==> config.mk <==
export PLATFORM = sky130hd
export DESIGN_NAME = fetch_stage
export DESIGN_NICKNAME = d
export VERILOG_FILES = /design/src/rtl/fetch_stage.sv
export SDC_FILE = /design/constraint.sdc
export NUM_CORES = 1
export LEC_CHECK = 0
export BUFFER_PORTS_ARGS = -buffer_cell sky130_fd_sc_hd__buf_2
export CAP_MARGIN = 15
export CORE_UTILIZATION = 44
export DETAILED_ROUTE_END_ITERATION = 7
export PLACE_DENSITY = 0.75
export SYNTH_ARGS = -nofsm -noshare
export SYNTH_HDL_FRONTEND = slang
export SYNTH_SLANG_ARGS = --single-unit
==> constraint.sdc <==
create_clock -name clk -period 5 [get_ports clk]
set_input_delay 0.25 -clock clk [delete_from_list [all_inputs] [get_ports clk]]
set_output_delay 0.25 -clock clk [all_outputs]
set_load 0.02 [all_outputs]
==> src/rtl/fetch_stage.sv <==
// Instruction-fetch stage: owns the PC, drives a one-cycle-latency instruction memory,
// and presents registered {valid, pc, instr} to decode with a one-entry hold buffer for stalls.
module fetch_stage #(
  parameter int unsigned           XLEN     = 32,
  parameter int unsigned           ILEN     = 32,
  parameter logic [XLEN-1:0]       RESET_PC = '0
) (
  input  logic            clk,
  input  logic            rst,
  input  logic            stall,
  input  logic            redirect,
  input  logic [XLEN-1:0] redirectPc,
  output logic            imemReadEn,
  output logic [XLEN-1:0] imemAddr,
  input  logic [ILEN-1:0] imemRdata,
  output logic            outValid,
  output logic [XLEN-1:0] outPc,
  output logic [ILEN-1:0] outInstr
);

  logic            fetch_pc_valid_unused;
  logic [XLEN-1:0] fetch_pc_q,  fetch_pc_d;
  logic            resp_valid_q, resp_valid_d;
  logic [XLEN-1:0] resp_pc_q,   resp_pc_d;
  logic            hold_valid_q, hold_valid_d;
  logic [XLEN-1:0] hold_pc_q,   hold_pc_d;
  logic [ILEN-1:0] hold_instr_q, hold_instr_d;
  logic            out_valid_q, out_valid_d;
  logic [XLEN-1:0] out_pc_q,    out_pc_d;
  logic [ILEN-1:0] out_instr_q, out_instr_d;
  logic [XLEN-1:0] redirect_aligned;

  assign fetch_pc_valid_unused = 1'b0;
  assign redirect_aligned = redirectPc & ~XLEN'(3);

  assign imemReadEn = rst && !stall && !redirect;
  assign imemAddr   = fetch_pc_q;
  assign outValid   = out_valid_q;
  assign outPc      = out_pc_q;
  assign outInstr   = out_instr_q;

  always_comb begin
    fetch_pc_d   = fetch_pc_q;
    resp_valid_d = resp_valid_q;
    resp_pc_d    = resp_pc_q;
    hold_valid_d = hold_valid_q;
    hold_pc_d    = hold_pc_q;
    hold_instr_d = hold_instr_q;
    out_valid_d  = out_valid_q;
    out_pc_d     = out_pc_q;
    out_instr_d  = out_instr_q;

    if (redirect) begin
      fetch_pc_d   = redirect_aligned;
      resp_valid_d = 1'b0;
      hold_valid_d = 1'b0;
      out_valid_d  = 1'b0;
    end else if (stall) begin
      // The response still lands during a stall, so park it rather than lose it.
      if (resp_valid_q) begin
        hold_valid_d = 1'b1;
        hold_pc_d    = resp_pc_q;
        hold_instr_d = imemRdata;
      end
      resp_valid_d = 1'b0;
    end else begin
      if (hold_valid_q) begin
        out_valid_d = 1'b1;
        out_pc_d    = hold_pc_q;
        out_instr_d = hold_instr_q;
      end else if (resp_valid_q) begin
        out_valid_d = 1'b1;
        out_pc_d    = resp_pc_q;
        out_instr_d = imemRdata;
      end else begin
        out_valid_d = 1'b0;
      end
      hold_valid_d = 1'b0;
      resp_valid_d = 1'b1;
      resp_pc_d    = fetch_pc_q;
      fetch_pc_d   = fetch_pc_q + XLEN'(4);
    end
  end

  always_ff @(posedge clk) begin
    if (!rst) begin
      fetch_pc_q   <= RESET_PC;
      resp_valid_q <= 1'b0;
      resp_pc_q    <= '0;
      hold_valid_q <= 1'b0;
      hold_pc_q    <= '0;
      hold_instr_q <= '0;
      out_valid_q  <= 1'b0;
      out_pc_q     <= '0;
      out_instr_q  <= '0;
    end else begin
      fetch_pc_q   <= fetch_pc_d;
      resp_valid_q <= resp_valid_d;
      resp_pc_q    <= resp_pc_d;
      hold_valid_q <= hold_valid_d;
      hold_pc_q    <= hold_pc_d;
      hold_instr_q <= hold_instr_d;
      out_valid_q  <= out_valid_d;
      out_pc_q     <= out_pc_d;
      out_instr_q  <= out_instr_d;
    end
  end

endmodule

======== Word-level counts from Yosys, hierarchy flattened ========
Index checks and enable logic that the tools add are counted.
word-level totals
  input bits .............................. 68
  register bits after elaboration ......... 195
  output and inout bits ................... 98
  word-level logic and storage cells ...... 34
cells by class
  equality and inequality tests ........... 1
  reduce and logical (&&, ||, !) cells .... 10
  add/subtract/negate cells ............... 1
  muxes and demuxes ....................... 9
  bitwise gates (word level) .............. 3
operators with widths
  operator                                                          number
  32-bit 2-to-1 mux                                                 6
  32-bit by 3-bit adder with 32-bit output (second input constant)  1
  3-bit AND reduction                                               2
  1-bit 2-to-1 mux                                                  3
  1-bit NOT                                                         3
  3-bit OR reduction                                                1
  1-bit logical AND                                                 2
  1-bit zero test                                                   2
  2-bit by 1-bit != test with 1-bit output (second input constant)  1
  2-bit AND reduction                                               1
  2-bit nonzero test                                                1
  2-bit OR reduction                                                1

======== Depth between registers and ports, before layout ========
Gate-level depths: netlist of run 1.
  depth after elaboration ................. 3
  mapped depth ............................ 6
  gate-level depth less buffers ........... 5

======== Worst setup path after synthesis of run 1 ========
OpenSTA, ideal clock, no wires.
  path kind ............................... flip-flop to flip-flop
  from .................................... register fetch_pc_q[2] (netlist: imemAddr[2])
  to ...................................... register fetch_pc_q[30] (netlist: imemAddr[30])
  setup time .............................. 0.074 ns
  setup slack ............................. 2.949 ns
  arrival ................................. 1.977 ns
  data required time ...................... 4.926 ns
  cell stages (with the launch flop) ...... 6
  period minus slack after synthesis ...... 2.051 ns
  buffers on the path ..................... 0
  path through ............................ dfxtp_1 -> ha_1 -> nand4b_2 -> or4_1 -> or4_1 -> a31oi_1
between the ends
  word-level cells in the longest chain between the ends .. 3
ends and longest elaborated chain
  item                                      line  source
  from (decl)                               22    logic [XLEN-1:0] fetch_pc_q, fetch_pc_d;
  from (signal assigned)                    97    fetch_pc_q <= fetch_pc_d;
  32-bit by 3-bit adder with 32-bit output  81    fetch_pc_d = fetch_pc_q + XLEN'(4);
  32-bit 2-to-1 mux                         58    end else if (stall) begin
  32-bit 2-to-1 mux                         53    if (redirect) begin
Every way passes these cells. The select of a mux whose other input is x is not followed.
A chain may end at the register's enable or synchronous reset.

======== Worst setup path after layout of run 1 ========
  from .................................... register fetch_pc_q[3] (netlist: imemAddr[3])
  to ...................................... register fetch_pc_q[30] (netlist: imemAddr[30])
The elaborated chain is that of the path after synthesis.

==> results.ini, run 1 <==
[run_status]
run_status=finished clean

[setup_path]
slowest_delay_ps=690
critPathBufInv=0
path_class=reg -> reg
arrival_ps=2810
cp_max_fo=12
crit_path_end_kind=flop
start_kind=flop
critical-path-top-delay-family=simple AND/OR/NAND/NOR gates
required_ps=5360
crit_top_cell=or4_1
cp_cell_sequence=ha_1 > nand4b_2 > or4_1 > or4_1 > a31oi_1
cp_slowest_cell=or4_1

[timing]
worst_slack_ps=2550
post-route-period-util_pct=48.99
hold_viol_final=0
max_slew_margin_pct=27.58
slew_violations=0
fin_skew_ps=7.356
tightest_slew_ps=1086
setup_viol_count_final=0
min_period_ps=2450
rsz0062_at_grt=false
max_freq_ghz=0.4082
fin_setup_tns_ps=0

[synthesis]
synthTopCellsByArea=dfxtp_1, nand2_1, a21boi_0, o211a_1, mux2i_1
synth_top_area_cell=dfxtp_1
syn-instance-count=918
synthAdderAreaFrac_pct=0.1542
synth.mux.area_fraction_pct=7.769
synth.avg_cell_area_sq_um=8.842
ys_seq_area_share_pct=46.12
ys.flop_type=dfxtp_1
synth-simple-area-share_pct=19.24
synth_area_sq_um=8117
synth.most_common_cell=nand2_1
synth_edf_count=0
synthTopCellsByCount=nand2_1, dfxtp_1, a21boi_0
synth_compound_area_share_pct=21.46
ys_ff_latch=187
yosys.cell_types.count=45
synth_top_family_by_area=compound AO/OA/AOI/OAI gates
yosysTopAreaCellShare_pct=46.12
async_flop_share_pct=0
yosysWarnings=0
synth-xor-area-share_pct=0.9712

[cts]
cts_root_buffer=clkbuf_16
cts_buffers=17
cts_resized=0
cts_tree=done
worstSkewPairLatency_ps=430
htreeDepth=4
cts.reportedPaths.clkPinSlew_ps=70
cts_buffer_depth=2
post_cts_buffers=0
cts_num_sinks=187
hold_buffers=0

[layout]
n_fill_cell=1702
diodes=0
multi_input_area_sq_um=4056
drive_gt1_share_pct=20.10
fin_area_sq_um=9643
regArea_sq_um=3747
syn_to_final_growth_pct=18.81
nets=1097

[pwr]
power_leakage_nw=4.309
vdd_ir_drop_max_mv=0.2873
power_density_nw_per_um2=343.2
total_power_w=0.003310

[die]
rows=49
dieWidth_um=137.8
ioPinCount=166
initial_core_util_pct=45.03
die_y_um=137.8
dieArea_sq_um=18990
core_area_sq_um=18020

[drt]
via_count=6817
wirelength_um=19340
ant_nets=0
drtIter0Drc=558
drc=0
first_pass_iters=5
avgRoutedWirePerCell_um=15.24
viasPerCell=5.372

[grt]
grt_max_degree=89
grt_usage_pct=20.77
overflow=0
grt_pass1_vias=6016
antenna_found_initial=0
grt_first_pass_wirelength_um=30920

[placement]
dpl.hpwl_um=12620
gp_congestion=0.8410
post_dp_cell_area_sq_um=8991
post-place-ws_ps=2347
port_buffers=159

[worst_hold_path]
hold_path_class=in -> reg

[run]
max_cap_violations=0

[placed cells by master (no fill, tap or decap), types with 4 or more instances in the layout]
cell and n:
or3_1 7, mux2i_1 63, o211a_1 67, clkbuf_16 18, nor3_1 8, nand3_1 11
buf_4 9, conb_1 4, inv_1 6, nand2b_1 4, nand4_1 7, o21ai_0 26
a31oi_1 11, a311oi_1 4, nand2_1 260, nor2b_1 4, or4_1 8, nor4_1 6
nor2_1 10, dfxtp_1 186, o31ai_1 8, buf_2 158, xnor2_1 7, a21oi_1 5
bufinv_16 4, a21boi_0 92
[report_power, final]
part	total, W	switching, W	leakage (nW)	internal [W]
logic	0.000250	0.000150	2.48	0.0000993
registers	0.00158	0.0000509	1.52	0.00153
clock network	0.00148	0.000570	0.312	0.000909
[kinds of logic (layout without fill, tap and decap cells)]
kind of cell,Yosys count,after routing
simple gates,351,351
buf+inv,86,205
fa+ha+maj,1,1
mux,63,63
other cells,1,4
xor+xnor,9,9
compound gates,220,220
flops,187,187
[sequential cells by signal, summed over array words and instances, names as in the netlist]
| name | flops |
|---|---|
| hold_valid_q | 1 |
| resp_valid_q | 1 |
| hold_instr_q | 32 |
| outValid | 1 |
| hold_pc_q | 30 |
| outPc | 30 |
| outInstr | 32 |
| imemAddr | 30 |
| resp_pc_q | 30 |
[worst paths after layout]
| path | from | cells past startpoint | endpoint | slack [ps] |
|---|---|---|---|---|
| worst max-delay path | imemAddr[3] | 5 | imemAddr[30] | 2550 |
| worst min-delay path | redirectPc[5] | 2 | imemAddr[5] | 40 |
| worst max register to register | imemAddr[3] | 5 | imemAddr[30] | 2550 |
| worst min register to register | hold_pc_q[19] | 2 | hold_pc_q[19] | 460 |
[metrics by stage]
| step | hold WS, ps | std cells | util (%) |
|---|---|---|---|
| final | 41.84 | 1269 | 53.50 |
| after global placement | 449.2 | 1238 | 49.88 |
| after global routing | 23.83 | 1269 | 53.50 |
| after floorplan | 387.8 | 921 | - |
| after CTS | 25.80 | 1269 | 53.50 |
| after detailed placement | 456.7 | 1238 | 49.88 |
[routing by layer]
layer  up-vias  share of wire (%)  GRT usage (%)
li1       3416                  -              -
met4         0                2.0          8.454
met1      3220                 49          29.20
met2       152                 45          31.41
met3        29                4.0          3.422
met5         -                  0              0
[layout make-up]
class,instances,share of cell area (%)
inverters,6,0.2336
clock inverters,8,1.583
clock buffers,23,5.177
flip-flops and latches,187,38.86
repair buffers,168,9.109
well taps,229,2.971
multi-input cells,648,42.07
[worst register-to-register path: stages, from the launching register on]
cell and delay, ps:
dfxtp_1 480, ha_1 250, nand4b_2 260, or4_1 690, or4_1 530, a31oi_1 170
No activity file was read; power rests on OpenSTA's default activity.
==> run 2, diff against run 1 <==
--- a/config.mk
+++ b/config.mk
@@ -9,7 +9,7 @@
 export CAP_MARGIN = 15
 export CORE_UTILIZATION = 44
 export DETAILED_ROUTE_END_ITERATION = 7
-export PLACE_DENSITY = 0.75
+export PLACE_DENSITY = 0.78
 export SYNTH_ARGS = -nofsm -noshare
 export SYNTH_HDL_FRONTEND = slang
 export SYNTH_SLANG_ARGS = --single-unit
==> constraint.sdc (replaced) <==
create_clock -name clk -period 2 [get_ports clk]
set_input_delay 0.1 -clock clk [delete_from_list [all_inputs] [get_ports clk]]
set_output_delay 0.1 -clock clk [all_outputs]
set_load 0.02 [all_outputs]
==> run 2 against run 1 <==
Net effect:
- die area stayed put
- design area is 7.6% higher
- combinational power grew to 3.1 times the previous value
- via count is 5.5% higher
- clock skew is 1.6 ps lower
- register-to-register slack worse by 2500 ps
- non-clock buffer count is 81 higher
- critical path depth is 1 lower
- critical endpoint unchanged
==> results.ini, run 2 (same netlist as run 1, synthesis figures left out) <==
[placement]
gp_congestion=0.8721  ; +3.7%
post_dp_cell_area_sq_um=9343  ; +3.9%
dp.cells=1271  ; +2.7%
port_buffers=159  ; unchanged
post-place-ws_ps=82.19  ; -2265 ps
dpl.hpwl_um=13590  ; +7.7%

[cts]
cts_root_buffer=clkbuf_16
cts_tree=done
cts_num_sinks=187  ; unchanged
htreeDepth=4  ; unchanged
cts_buffer_depth=2  ; unchanged
cts_buffers=17  ; unchanged
cts.reportedPaths.clkPinSlew_ps=70  ; about the same
worstSkewPairLatency_ps=420  ; about the same

[timing]
tightest_slew_ps=506.3  ; -579.9 ps
setup_viol_count_final=0  ; unchanged
max_slew_margin_pct=66.17  ; +39 points
min_period_ps=1901  ; -548.8 ps
max_freq_ghz=0.5261  ; +29%
slew_violations=0  ; unchanged
fin_skew_ps=5.752  ; -1.604 ps
worst_slack_ps=99.05  ; -2451 ps
hold_viol_final=0  ; unchanged
post-route-period-util_pct=95.05  ; +46 points

[run_status]
run_status=finished clean

[drt]
ant_nets=0  ; unchanged
wirelength_um=20200  ; +4.4%
viasPerCell=5.328  ; -0.82%
avgRoutedWirePerCell_um=14.96  ; -1.8%
via_count=7193  ; +5.5%
drtIter0Drc=496  ; -11%
drc=0  ; unchanged
first_pass_iters=6  ; +1

[setup_path]
arrival_ps=2240  ; -570 ps
required_ps=2340  ; -3020 ps
path_class=reg -> reg
start_kind=flop
crit_path_end_kind=flop
cp_max_fo=7  ; -5

[layout]
fin_area_sq_um=10370  ; +7.6%
nets=1178  ; +7.4%
utilization_pct=57.55  ; +4.0 points
n_fill_cell=1582  ; -7.1%
mostFrequentLayoutCells=nand2_1, dfxtp_1, buf_2, a21boi_0, o211a_1
syn_to_final_growth_pct=27.79
drive_gt1_share_pct=22.03  ; +1.9 points
layout_commonest_cell=nand2_1
diodes=0  ; unchanged
final_cells=1350  ; +6.4%

[die]
rows=49  ; unchanged
dieWidth_um=137.8  ; unchanged
core_area_sq_um=18020  ; unchanged
dieArea_sq_um=18990  ; unchanged
initial_core_util_pct=45.03  ; unchanged
die_y_um=137.8  ; unchanged
ioPinCount=166  ; unchanged

[grt]
grt_usage_pct=21.77  ; +1.0 points
overflow=0  ; unchanged
antenna_found_initial=0  ; unchanged
grt_pass1_vias=6448  ; +7.2%
grt_max_degree=65  ; -27%
grt_first_pass_wirelength_um=32440  ; +4.9%

[pwr]
vdd_ir_drop_max_mv=0.7331  ; +160%
power_leakage_nw=4.664  ; +8.2%
power_density_nw_per_um2=753.5  ; +120%

[run]
max_cap_violations=0  ; unchanged

[worst_hold_path]
hold_path_class=in -> reg

-- run 2: cell count changes in the layout (fill, tap and decap cells not counted), sizes merged --
cell         change
clkinv           +5
clkbuf           -1
inv              +1
bufinv           -4
clkinvlp         -1
buf             +33
dlygate4sd3     +48
-- run 2: through the flow --
stage / hold WS (ps) / power (W) / setup TNS (ps)
after floorplan: 237.8 / 0.004420 / 0
after global placement: 333.4 / 0.004700 / 0
after detailed placement: 330.8 / 0.004716 / 0
after CTS: 0.5018 / 0.007873 / 0
after global routing: 4.073 / 0.008118 / -8.158
final: 14.58 / 0.007816 / 0
-- run 2: power breakdown --
| group | leakage, nW | total, W | switching, W | internal [W] |
|---|---|---|---|---|
| Sequential | 1.52 | 0.00393 | 0.000102 | 0.00383 |
| Clock | 0.267 | 0.00311 | 0.00142 | 0.00169 |
| Combinational | 2.88 | 0.000782 | 0.000431 | 0.000350 |
| Total | 4.66 | 0.00782 | 0.00195 | 0.00587 |
-- run 2: routing by layer --
metal	part of all wire, %	vias up	GRT usage [%]	wire length, um
li1	-	3568	-	-
met1	48	3424	30.17	9615
met2	47	176	34.56	9481
met3	3.8	25	3.458	761
met4	1.7	0	6.703	337
met5	0	-	0	0
-- run 2: layout make-up --
| type | count | area [sq um] | share of cell area [%] |
|---|---|---|---|
| Sequential cell | 187 | 3754 | 36.19 |
| Inverter | 6 | 22.52 | 0.2171 |
| Clock inverter | 9 | 63.81 | 0.6152 |
| Multi-Input combinational cell | 648 | 4065 | 39.19 |
| Clock buffer | 22 | 474.2 | 4.572 |
| Timing Repair Buffer | 249 | 1707 | 16.45 |
| Tap cell | 229 | 286.5 | 2.762 |
-- run 2: critical path: stages (launching register included) --
cell and delay [ps]:
dfxtp_2 440, nand4_4 150, or4_4 550, or4_1 490, a31oi_1 200
-- run 2: path summary, 6_finish.rpt --
check	start	to	slack (ps)	depth (start not counted)
worst min-delay path	redirectPc[23]	imemAddr[23]	10	3
worst max-delay path	imemAddr[6]	imemAddr[30]	100	4
worst min register to register	hold_pc_q[24]	hold_pc_q[24]	460	2
worst max register to register	imemAddr[6]	imemAddr[30]	100	4
-- run 2: what timing repair did --
| action | in CTS | in global routing |
|---|---|---|
| hold buffers | 48 | 0 |
| gates resized for setup | 0 | 3 |
| setup endpoints to repair | 0 | 3 |
| endpoints found under the hold margin | 48 | 0 |
| buffers inserted | 0 | 0 |
